[src/rtl/ex_muldiv_unit_if.sv]
// ex_muldiv_unit_if: request/response bundle between the ID/EX buffer, hazard logic and the mul/div unit.
interface ex_muldiv_unit_if #(parameter int WIDTH = 32);
  logic             in_start;
  logic [1:0]       in_op;
  logic [WIDTH-1:0] in_Dato1;
  logic [WIDTH-1:0] in_Dato2;
  logic             in_flush;
  logic             ou_busy;
  logic             ou_stall;
  logic             ou_done;
  logic             ou_div0;
  logic [WIDTH-1:0] ou_HI;
  logic [WIDTH-1:0] ou_LO;
  modport master (
    output in_start, in_op, in_Dato1, in_Dato2, in_flush,
    input  ou_busy, ou_stall, ou_done, ou_div0, ou_HI, ou_LO
  );
  modport slave (
    input  in_start, in_op, in_Dato1, in_Dato2, in_flush,
    output ou_busy, ou_stall, ou_done, ou_div0, ou_HI, ou_LO
  );
endinterface

[src/rtl/ex_muldiv_unit.sv]
// ex_muldiv_unit: iterative 32-bit MULT/MULTU/DIV/DIVU into HI/LO, stalling the pipeline while it runs.
module ex_muldiv_unit #(
  parameter int WIDTH = 32
) (
  input logic clk,
  input logic rst_n,
  ex_muldiv_unit_if.slave bus
);
  localparam int CW = $clog2(WIDTH + 1);
  typedef enum logic [1:0] {IDLE, RUN, FIX} state_t;
  state_t state, state_nx;
  logic [CW-1:0] cnt;
  logic is_div, neg_q, neg_r, dz_r, sgn, s1, s2, dz, go, ge;
  logic [WIDTH-1:0] a, mag1, mag2, hi, lo, hi_n, lo_n, hi_fix, lo_fix, sub;
  logic [2*WIDTH-1:0] acc, acc_nx, acc_n;
  logic [WIDTH:0] mul_sum, rem;
  assign sgn  = bus.in_op[0];
  assign s1   = sgn & bus.in_Dato1[WIDTH-1];
  assign s2   = sgn & bus.in_Dato2[WIDTH-1];
  assign mag1 = s1 ? -bus.in_Dato1 : bus.in_Dato1;
  assign mag2 = s2 ? -bus.in_Dato2 : bus.in_Dato2;
  assign dz   = bus.in_op[1] & ~|bus.in_Dato2;
  assign go   = (state == IDLE) & bus.in_start & ~bus.in_flush;
  assign bus.ou_busy  = state != IDLE;
  assign bus.ou_stall = bus.ou_busy | go;
  assign {hi, lo} = acc;
  // Multiply: shift-add with the multiplier consumed from the low half of acc.
  assign mul_sum = {1'b0, hi} + {1'b0, (acc[0] ? a : {WIDTH{1'b0}})};
  // Divide: restoring step on the partial remainder shifted left by one dividend bit.
  assign rem = {hi, lo[WIDTH-1]};
  assign ge  = rem >= {1'b0, a};
  assign sub = rem[WIDTH-1:0] - a;
  assign acc_nx = !is_div ? {mul_sum, lo[WIDTH-1:1]} :
                  ge      ? {sub, lo[WIDTH-2:0], 1'b1} :
                            {rem[WIDTH-1:0], lo[WIDTH-2:0], 1'b0};
  assign acc_n  = -acc;
  assign hi_n   = -hi;
  assign lo_n   = -lo;
  assign hi_fix = is_div ? (neg_r ? hi_n : hi) : (neg_q ? acc_n[2*WIDTH-1:WIDTH] : hi);
  assign lo_fix = neg_q ? (is_div ? lo_n : acc_n[WIDTH-1:0]) : lo;
  always_comb begin
    state_nx = state;
    if (state == IDLE) state_nx = go ? (dz ? FIX : RUN) : IDLE;
    else if (bus.in_flush) state_nx = IDLE;
    else if (state == RUN) state_nx = (cnt == CW'(1)) ? FIX : RUN;
    else state_nx = IDLE;
  end
  always_ff @(posedge clk or negedge rst_n) begin
    if (!rst_n) state <= IDLE;
    else state <= state_nx;
  end
  always_ff @(posedge clk or negedge rst_n) begin
    if (!rst_n) begin
      cnt         <= '0;
      is_div      <= 1'b0;
      neg_q       <= 1'b0;
      neg_r       <= 1'b0;
      dz_r        <= 1'b0;
      a           <= '0;
      acc         <= '0;
      bus.ou_HI   <= '0;
      bus.ou_LO   <= '0;
      bus.ou_done <= 1'b0;
      bus.ou_div0 <= 1'b0;
    end else begin
      bus.ou_done <= 1'b0;
      bus.ou_div0 <= 1'b0;
      if (go) begin
        a      <= mag2;
        // A zero divisor preloads the final HI/LO so FIX just publishes them unsigned.
        acc    <= dz ? {bus.in_Dato1, {WIDTH{1'b1}}} : {{WIDTH{1'b0}}, mag1};
        is_div <= bus.in_op[1];
        neg_q  <= ~dz & (s1 ^ s2);
        neg_r  <= ~dz & s1;
        dz_r   <= dz;
        cnt    <= CW'(WIDTH);
      end else if (state == RUN && !bus.in_flush) begin
        acc <= acc_nx;
        cnt <= cnt - CW'(1);
      end else if (state == FIX && !bus.in_flush) begin
        bus.ou_HI   <= hi_fix;
        bus.ou_LO   <= lo_fix;
        bus.ou_done <= 1'b1;
        bus.ou_div0 <= dz_r;
      end
    end
  end
endmodule

[src/flat_wrapper.sv]
// flat-port wrapper written by rule: the top's interface ports become plain ports
module ex_muldiv_unit_flat 
#(
  parameter int WIDTH = 32
)
  (clk, rst_n, bus_in_start, bus_in_op, bus_in_Dato1, bus_in_Dato2, bus_in_flush, bus_ou_busy, bus_ou_stall, bus_ou_done, bus_ou_div0, bus_ou_HI, bus_ou_LO);
  ex_muldiv_unit_if #(.WIDTH(WIDTH)) bus_i ();
  input logic clk;
  input logic rst_n;
  input wire logic [$bits(bus_i.in_start)-1:0] bus_in_start;
  input wire logic [$bits(bus_i.in_op)-1:0] bus_in_op;
  input wire logic [$bits(bus_i.in_Dato1)-1:0] bus_in_Dato1;
  input wire logic [$bits(bus_i.in_Dato2)-1:0] bus_in_Dato2;
  input wire logic [$bits(bus_i.in_flush)-1:0] bus_in_flush;
  output wire logic [$bits(bus_i.ou_busy)-1:0] bus_ou_busy;
  output wire logic [$bits(bus_i.ou_stall)-1:0] bus_ou_stall;
  output wire logic [$bits(bus_i.ou_done)-1:0] bus_ou_done;
  output wire logic [$bits(bus_i.ou_div0)-1:0] bus_ou_div0;
  output wire logic [$bits(bus_i.ou_HI)-1:0] bus_ou_HI;
  output wire logic [$bits(bus_i.ou_LO)-1:0] bus_ou_LO;
  assign bus_i.in_start = bus_in_start;
  assign bus_i.in_op = bus_in_op;
  assign bus_i.in_Dato1 = bus_in_Dato1;
  assign bus_i.in_Dato2 = bus_in_Dato2;
  assign bus_i.in_flush = bus_in_flush;
  assign bus_ou_busy = bus_i.ou_busy;
  assign bus_ou_stall = bus_i.ou_stall;
  assign bus_ou_done = bus_i.ou_done;
  assign bus_ou_div0 = bus_i.ou_div0;
  assign bus_ou_HI = bus_i.ou_HI;
  assign bus_ou_LO = bus_i.ou_LO;
  ex_muldiv_unit #(.WIDTH(WIDTH)) u_core (.clk(clk), .rst_n(rst_n), .bus(bus_i));
endmodule
[config.mk]
export PLATFORM = sky130hd
export DESIGN_NAME = ex_muldiv_unit_flat
export DESIGN_NICKNAME = d
export VERILOG_FILES = /design/src/rtl/ex_muldiv_unit_if.sv /design/src/rtl/ex_muldiv_unit.sv /design/src/flat_wrapper.sv
export SDC_FILE = /design/constraint.sdc
export NUM_CORES = 1
export LEC_CHECK = 0
export ABC_CLOCK_PERIOD_IN_PS = 8000
export CORE_AREA = 4 4 203 245
export CTS_BUF_LIST = sky130_fd_sc_hd__clkbuf_8
export DETAILED_ROUTE_END_ITERATION = 7
export DIE_AREA = 0 0 207 249
export HOLD_SLACK_MARGIN = 0.05
export SLEW_MARGIN = 30
export SYNTH_ARGS = -nofsm -noshare
export SYNTH_HDL_FRONTEND = slang
export SYNTH_SLANG_ARGS = --single-unit
[constraint.sdc]
create_clock -name clk -period 8 [get_ports clk]
set_clock_uncertainty 0.15 [all_clocks]
set_input_delay 2.4 -clock clk [delete_from_list [all_inputs] [get_ports clk]]
set_output_delay 2.4 -clock clk [all_outputs]
set_load 0.005 [all_outputs]
# Yosys cells after proc, flatten, opt, wreduce, memory -nomap -nowiden
# Index checks and enable logic that the tools add are counted.
# Widths: inputs -> output; s select.
# totals
word_cells	73
in_bits	70
ff_bits	174
output_inout_bits	68
# classes
bitwise_logic	13
n_reduce_logical	9
magnitude_cmp	1
n_eq_ne	3
mux	27
addsub	8
# op_table
op	n
$mux 64	5
$mux 32	8
$neg 32->32	4
$neg 64->64	1
$add 32x32->33	1
$ge 33x32->1	1
$reduce_or 32->1	1
$sub 32x32->32	1
$mux 2	6
$mux 6	2
$and 1x1->1	7
$eq 6x1->1 const B	1
$mux 1	6
$sub 6x1->6 const B	1
$not 1->1	4
$reduce_bool 2->1	2
$reduce_and 3->1	1
$eq 2x1->1 const B	1
$eq 2x2->1 const B	1
$logic_and 1x1->1	2
$logic_not 1->1	2
$logic_not 2->1	1
$or 1x1->1	1
$xor 1x1->1	1

# Longest topological paths before layout
# Gate-level depths: netlist (run 1).
# logic_depth
ltp_word	6
ltp_mapped	14
depth_no_buf	13

# Worst setup path after synthesis (run 1)
# No wires, ideal clock.
# synth_timing
path_type	input -> output
from	in bus_in_flush
to	out bus_ou_stall
required_ps	5450
slack_ps	2833
arrival_ps	2617
path_stages	2
n_path_buf	0
path_cell_list	nand2b_1 -> nand2_1
# synth_via
elab_chain_len	3
# synth_lines
item	line	rtl
from (decl)	flat_wrapper.sv:14	input wire logic [$bits(bus_i.in_flush)-1:0] bus_in_flush;
$not 1->1	ex_muldiv_unit.sv:23	assign go = (state == IDLE) & bus.in_start & ~bus.in_flush;
$and 1x1->1	ex_muldiv_unit.sv:23	
$or 1x1->1	ex_muldiv_unit.sv:25	assign bus.ou_stall = bus.ou_busy | go;
to (decl)	flat_wrapper.sv:16	output wire logic [$bits(bus_i.ou_stall)-1:0] bus_ou_stall;
# No other way between the ends.

# Final worst setup path (run 1)
# Same ends and word-level chain as after synthesis.

==> impl_metrics.yaml, run 1 <==
critical_path:
  worst-path-max-fanout: 4
  critical_path.top_delay_family: "buffers and inverters"
  max_stage_delay_ns: 0.50
  path_depth: 4
  cp-end-kind: "output port"
  cp-start-kind: "input port"
  arrival_ns: 3.65
  rrSetupSlack_ns: 3.41
  cp.required_ns: 5.45
  r2r-end: "u_core.acc[60]"
  critPathSlowestCell: "clkdlybuf4s50_1"
  critical_path_buf_inv_count: 2
  path_class: "input port to output port"
  r2r.worst_path.cells: 13
  r2r-start: "u_core.acc[0]"
  cp_common_cell: "clkdlybuf4s50_1"
  crit_chain: "clkdlybuf4s50_1 -> nand2b_1 -> nand2_1 -> clkdlybuf4s50_1"
synthesis:
  syn_area_per_cell_sq_um: 7.95
  synth_ff_type: "dfrtp_1"
  syn_inst: 1772
  synth_top_area_frac: 0.309
  synth_top_area_cell: "dfrtp_1"
  synthTopCellsByCount: "nand2_1, o21ai_0, dfrtp_1"
  synth_area_leaders: "dfrtp_1, o21ai_0, ha_1"
  ys_warn_count: 0
  yosys_register_bits: 174
  synth-edff-count: 0
  async_reset_ff_frac: 1.00
  yosysMostFrequentCell: "nand2_1"
  yosysSeqAreaShare: 0.309
  syn-cell-area_sq_um: 14100
  ys_types: 79
  syn-num-nets: 1914
clock_tree:
  cts.clk_slew.worst_paths_ns: 0.09
  postCtsSetupBuffers: 0
  clock_path_buffers: 2
  htree_levels: 4
  hold_buffers: 0
  root_buffer: "clkbuf_8"
  cts_tree: "done"
  cts_resized: 0
  cts_buffers: 17
  clock_latency_ns: 0.53
  cts.sinks: 174
floorplan:
  fp.dieH_um: 249
  io-pin-count: 138
  die_x_um: 207
  die_area_sq_um: 51500
  start_util: 0.296
  rows: 88
  placeableCoreArea_sq_um: 47600
status:
  status: "finished, final reports clean"
timing:
  layout_min_cycle_time_ns: 6.20
  grt_setup_unrepaired: "no"
  slew_headroom: 0.335
  worst_slack_ns: 1.80
  fmax_mhz: 161
  final-setup-viol-count: 0
  drv_slew: 0
  worst-slew-pin-transition_ns: 0.997
  hold_viol_final: 0
  tns_ns: 0
  finalCritPeriodShare: 0.775
  hold_slack_ns: 0.333
pwr:
  p_seq_frac: 0.277
  totalPowerFinal_mw: 5.83
  switching_share: 0.509
  p_switching_mw: 2.97
  vdd_drop_max_uv: 156
  p_leak_nw: 6.81
  intPower_mw: 2.86
  power_frac_comb: 0.610
  p_per_area_nw_per_um2: 355
  p_clk_frac: 0.113
drt:
  drcViolationCount: 0
  firstDrtPassIters: 5
  vias: 13300
  drt-total-wl_mm: 48.0
  ant_nets: 0
  via_per_inst: 5.38
  drt_iter0_drc: 1115
  routedWlPerCell_um: 19.3
finish:
  final_area_sq_um: 16400
  final_util: 0.346
  final_cell_count_no_fill: 2481
  layout-drive-gt1-share: 0.0449
  nets: 1979
  area_growth_pct: 16.7
grt:
  grt_use_total: 0.181
  grt_overflow: 0
  grt_pass1_vias: 12900
  antenna_found_initial: 1
  grt_max_degree: 115
  grt_pass1_wl_mm: 75.0
worst_hold_path:
  whs_path_depth: 2
  hold_path.class: "flip-flop to flip-flop"
  min_from: "u_core.a[9]"
  min_to: "u_core.a[9]"
placement:
  dp_slack_ns: 1.59
  dp_hpwl_mm: 37.6
  dp_cells: 2445
  placed_cell_area_sq_um: 15900
  numPortBuffers: 137
  gp_congestion: 0.921
run:
  drv_cap: 0
-- registers in the layout, summed over array words and instances (netlist names) --
signal,flops
u_core.bus.ou_HI,32
u_core.bus.ou_div0,1
u_core.is_div,1
u_core.dz_r,1
u_core.bus.ou_LO,32
u_core.a,32
u_core.acc,64
u_core.state,2
u_core.bus.ou_done,1
u_core.neg_r,1
u_core.cnt,6
u_core.neg_q,1
-- layout by cell type, fill, tap and decap left out, types with 20 or more instances in the layout --
| master | synthesis | routed |
|---|---|---|
| a211oi_1 | 36 | 36 |
| a21o_1 | 34 | 34 |
| a21oi_1 | 146 | 145 |
| a31oi_1 | 20 | 20 |
| clkdlybuf4s50_1 | 0 | 136 |
| dfrtp_1 | 174 | 173 |
| ha_1 | 70 | 70 |
| inv_1 | 59 | 59 |
| mux2i_1 | 47 | 47 |
| nand2_1 | 215 | 214 |
| nand3_1 | 28 | 28 |
| nor2_1 | 163 | 162 |
| nor3_1 | 35 | 35 |
| nor4_1 | 21 | 21 |
| o21ai_0 | 195 | 195 |
| xnor2_1 | 90 | 90 |
| xor2_1 | 88 | 88 |
-- worst min-delay path, cell delays in order, from the launching register on --
cell and delay [ns]:
dfrtp_1 0.35, nand2_1 0.04, o21ai_0 0.06
-- worst max path at each step --
stage | from | endpoint | slack [ns]
detailed placement | bus_in_Dato2[0] | u_core.acc[43] | 1.59
global route | bus_in_flush | bus_ou_stall | 1.74
global placement | bus_in_Dato2[1] | u_core.acc[43] | 1.64
CTS | bus_in_flush | bus_ou_stall | 1.79
finish | bus_in_flush | bus_ou_stall | 1.80
floorplan | bus_in_flush | bus_ou_stall | 2.83
-- power groups by stage --
| stage | Sequential [mW] | Clock [mW] | Combinational (mW) |
|---|---|---|---|
| floorplan | 1.38 | 0 | 2.58 |
| global placement | 1.60 | 0 | 3.46 |
| detailed placement | 1.62 | 0 | 3.48 |
| CTS | 1.60 | 0.679 | 3.50 |
| global route | 1.65 | 0.717 | 3.92 |
| finish | 1.62 | 0.658 | 3.56 |
-- area by class of cell --
cell class / count / area [sq um]
timing repair buffer: 155 / 1570
multi-input combinational: 1429 / 9090
tap: 630 / 788
fill: 5044 / 31100
clock inverter: 14 / 166
inverter: 60 / 225
sequential: 174 / 4360
clock buffer: 18 / 248
antenna: 1 / 2.50
-- routing by layer --
| layer | track usage | wire [um] |
|---|---|---|
| met1 | 0.239 | 21500 |
| met3 | 0.0314 | 2510 |
| met5 | 0 | 0 |
| met4 | 0.0597 | 1410 |
| met2 | 0.300 | 22600 |
-- cells by family (layout without fill, tap and decap cells) --
kind of cell | after synthesis | in the layout | synth area share
AOI/OAI and AO/OA | 561 | 561 | 0.243
and+or+nand+nor | 568 | 568 | 0.189
muxes | 50 | 50 | 0.0358
xor gates and xnor gates | 178 | 178 | 0.111
DFF | 174 | 174 | 0.309
other | 0 | 1 | 0
adders and majority gates | 72 | 72 | 0.0650
buffers and inverters | 169 | 247 | 0.0479
Power figures use the tool's default switching activity.
==> inputs of run 2 (changes only) <==
--- a/config.mk
+++ b/config.mk
@@ -5,7 +5,7 @@
 export SDC_FILE = /design/constraint.sdc
 export NUM_CORES = 1
 export LEC_CHECK = 0
-export ABC_CLOCK_PERIOD_IN_PS = 8000
+export ABC_CLOCK_PERIOD_IN_PS = 5200
 export CORE_AREA = 4 4 203 245
 export CTS_BUF_LIST = sky130_fd_sc_hd__clkbuf_8
 export DETAILED_ROUTE_END_ITERATION = 7
==> constraint.sdc (replaced) <==
create_clock -name clk -period 5.2 [get_ports clk]
set_clock_uncertainty 0.15 [all_clocks]
set_input_delay 1.56 -clock clk [delete_from_list [all_inputs] [get_ports clk]]
set_output_delay 1.56 -clock clk [all_outputs]
set_load 0.005 [all_outputs]
==> impl_metrics.yaml, run 2 (same netlist as run 1, synthesis figures left out) <==
critical_path:
  r2r-start: "u_core.acc[0]"
  cp-start-kind: "input port"
  r2r-end: "u_core.acc[62]"
  cp.required_ns: 3.49
  rrSetupSlack_ns: 0.86
  critPathLaunch: "bus_in_flush"
  worst-path-max-fanout: 4
  arrival_ns: 2.81
  path_class: "input port to output port"
  r2r.worst_path.cells: 13
  cp-end-kind: "output port"
drt:
  firstDrtPassIters: 7
  via_per_inst: 5.35
  routedWlPerCell_um: 19.4
  drt-total-wl_mm: 48.6
  ant_nets: 0
  drcViolationCount: 0
  drt_iter0_drc: 998
  vias: 13400
finish:
  final_area_sq_um: 16500
  layout-drive-gt1-share: 0.0565
  nets: 2004
  fillers: 5030
  largest_reg_flops: 64
  area_growth_pct: 17.5
  final_cell_mix: "nand2_1, o21ai_0, dfrtp_1"
  final_cell_count_no_fill: 2506
  regMostFlops: "u_core.acc"
  final_common_cell: "nand2_1"
  final_util: 0.348
pwr:
  intPower_mw: 4.39
  vdd_drop_max_uv: 181
  totalPowerFinal_mw: 8.98
  p_switching_mw: 4.59
  p_per_area_nw_per_um2: 543
  power_frac_comb: 0.632
  p_seq_frac: 0.262
  p_clk_frac: 0.106
  switching_share: 0.511
  p_leak_nw: 6.90
floorplan:
  start_util: 0.296
  die_area_sq_um: 51500
  rows: 88
  io-pin-count: 138
  die_x_um: 207
  fp.dieH_um: 249
  placeableCoreArea_sq_um: 47600
timing:
  tns_ns: 0
  hold_viol_final: 0
  drv_slew: 0
  slew_headroom: 0.425
  finalCritPeriodShare: 0.868
  hold_slack_ns: 0.334
  final-setup-viol-count: 0
  fmax_mhz: 221
  layout_min_cycle_time_ns: 4.52
  worst_slack_ns: 0.684
  grt_setup_unrepaired: "no"
  worst-slew-pin-transition_ns: 0.862
status:
  status: "finished, final reports clean"
placement:
  dp_cells: 2473
  gp_congestion: 0.977
  placed_cell_area_sq_um: 16200
  dp_slack_ns: 0.313
  dp_hpwl_mm: 38.5
  numPortBuffers: 137
clock_tree:
  htree_levels: 4
  cts.sinks: 174
  cts_buffers: 17
  cts_tree: "done"
  root_buffer: "clkbuf_8"
  clock_path_buffers: 2
  postCtsSetupBuffers: 0
  clock_latency_ns: 0.52
  cts.clk_slew.worst_paths_ns: 0.09
  cts_resized: 0
  hold_buffers: 0
grt:
  grt_pass1_wl_mm: 76.4
  grt_overflow: 0
  grt_pass1_vias: 12900
  antenna_found_initial: 1
  grt_use_total: 0.184
  grt_max_degree: 76
run:
  drv_cap: 0
worst_hold_path:
  min_from: "u_core.a[9]"
  min_to: "u_core.a[9]"
  hold_path.class: "flip-flop to flip-flop"
  whs_path_depth: 2
## run 2: cell count changes in the layout (fill, tap and decap cells not counted), sizes merged
cell      change
bufinv        -1
inv           +1
clkbuf        -1
clkinv        -1
buf          +25
clkinvlp      +2
## run 2: metal layers
metal / vias up / global-route usage / share of wire
li1: 6522 / - / -
met1: 6374 / 0.247 / 0.45
met2: 469 / 0.308 / 0.48
met3: 54 / 0.0262 / 0.054
met4: 0 / 0.0533 / 0.021
met5: - / 0 / 0
## run 2: how the worst max path moves through the flow
stage                                 to  slack (ns)  cells past startpoint
after floorplan           u_core.acc[59]        1.23                     13
after global placement    u_core.acc[62]        0.35                     14
after detailed placement  u_core.acc[17]        0.31                     12
after CTS                   bus_ou_stall        0.67                      4
after global routing      u_core.acc[60]        0.54                     13
final                       bus_ou_stall        0.68                      4
## run 2: cell type report
cell class                 count  area [sq um]  area share
timing repair buffer         180          1730       0.105
clock buffer                  17           234      0.0141
inverter                      60           225      0.0136
antenna                        1          2.50    0.000151
sequential                   174          4360       0.263
tap                          630           788      0.0476
clock inverter                15           128     0.00771
multi-input combinational   1429          9080       0.549
## run 2: power by group through the flow
stage	logic (mW)	registers, mW	clock network [mW]
5_1_grt	6.25	2.41	1.03
4_1_cts	5.61	2.33	0.980
2_1_floorplan	3.96	2.12	0
3_3_place_gp	5.55	2.35	0
6_report	5.68	2.35	0.950
3_5_place_dp	5.58	2.36	0
## run 2: critical path, cell delays in order
cell             delay [ns]
clkdlybuf4s50_1        0.46
nand2b_1               0.20
nand2_1                0.08
clkdlybuf4s50_1        0.50
==> inputs of run 3 (changes only) <==
--- a/config.mk
+++ b/config.mk
@@ -10,7 +10,8 @@
 export CTS_BUF_LIST = sky130_fd_sc_hd__clkbuf_8
 export DETAILED_ROUTE_END_ITERATION = 7
 export DIE_AREA = 0 0 207 249
-export HOLD_SLACK_MARGIN = 0.05
+export HOLD_SLACK_MARGIN = 0.02
+export SETUP_SLACK_MARGIN = 0.2
 export SLEW_MARGIN = 30
 export SYNTH_ARGS = -nofsm -noshare
 export SYNTH_HDL_FRONTEND = slang
==> results of run 3 <==
Final layout, timing and power as in run 2 (identical DEF).
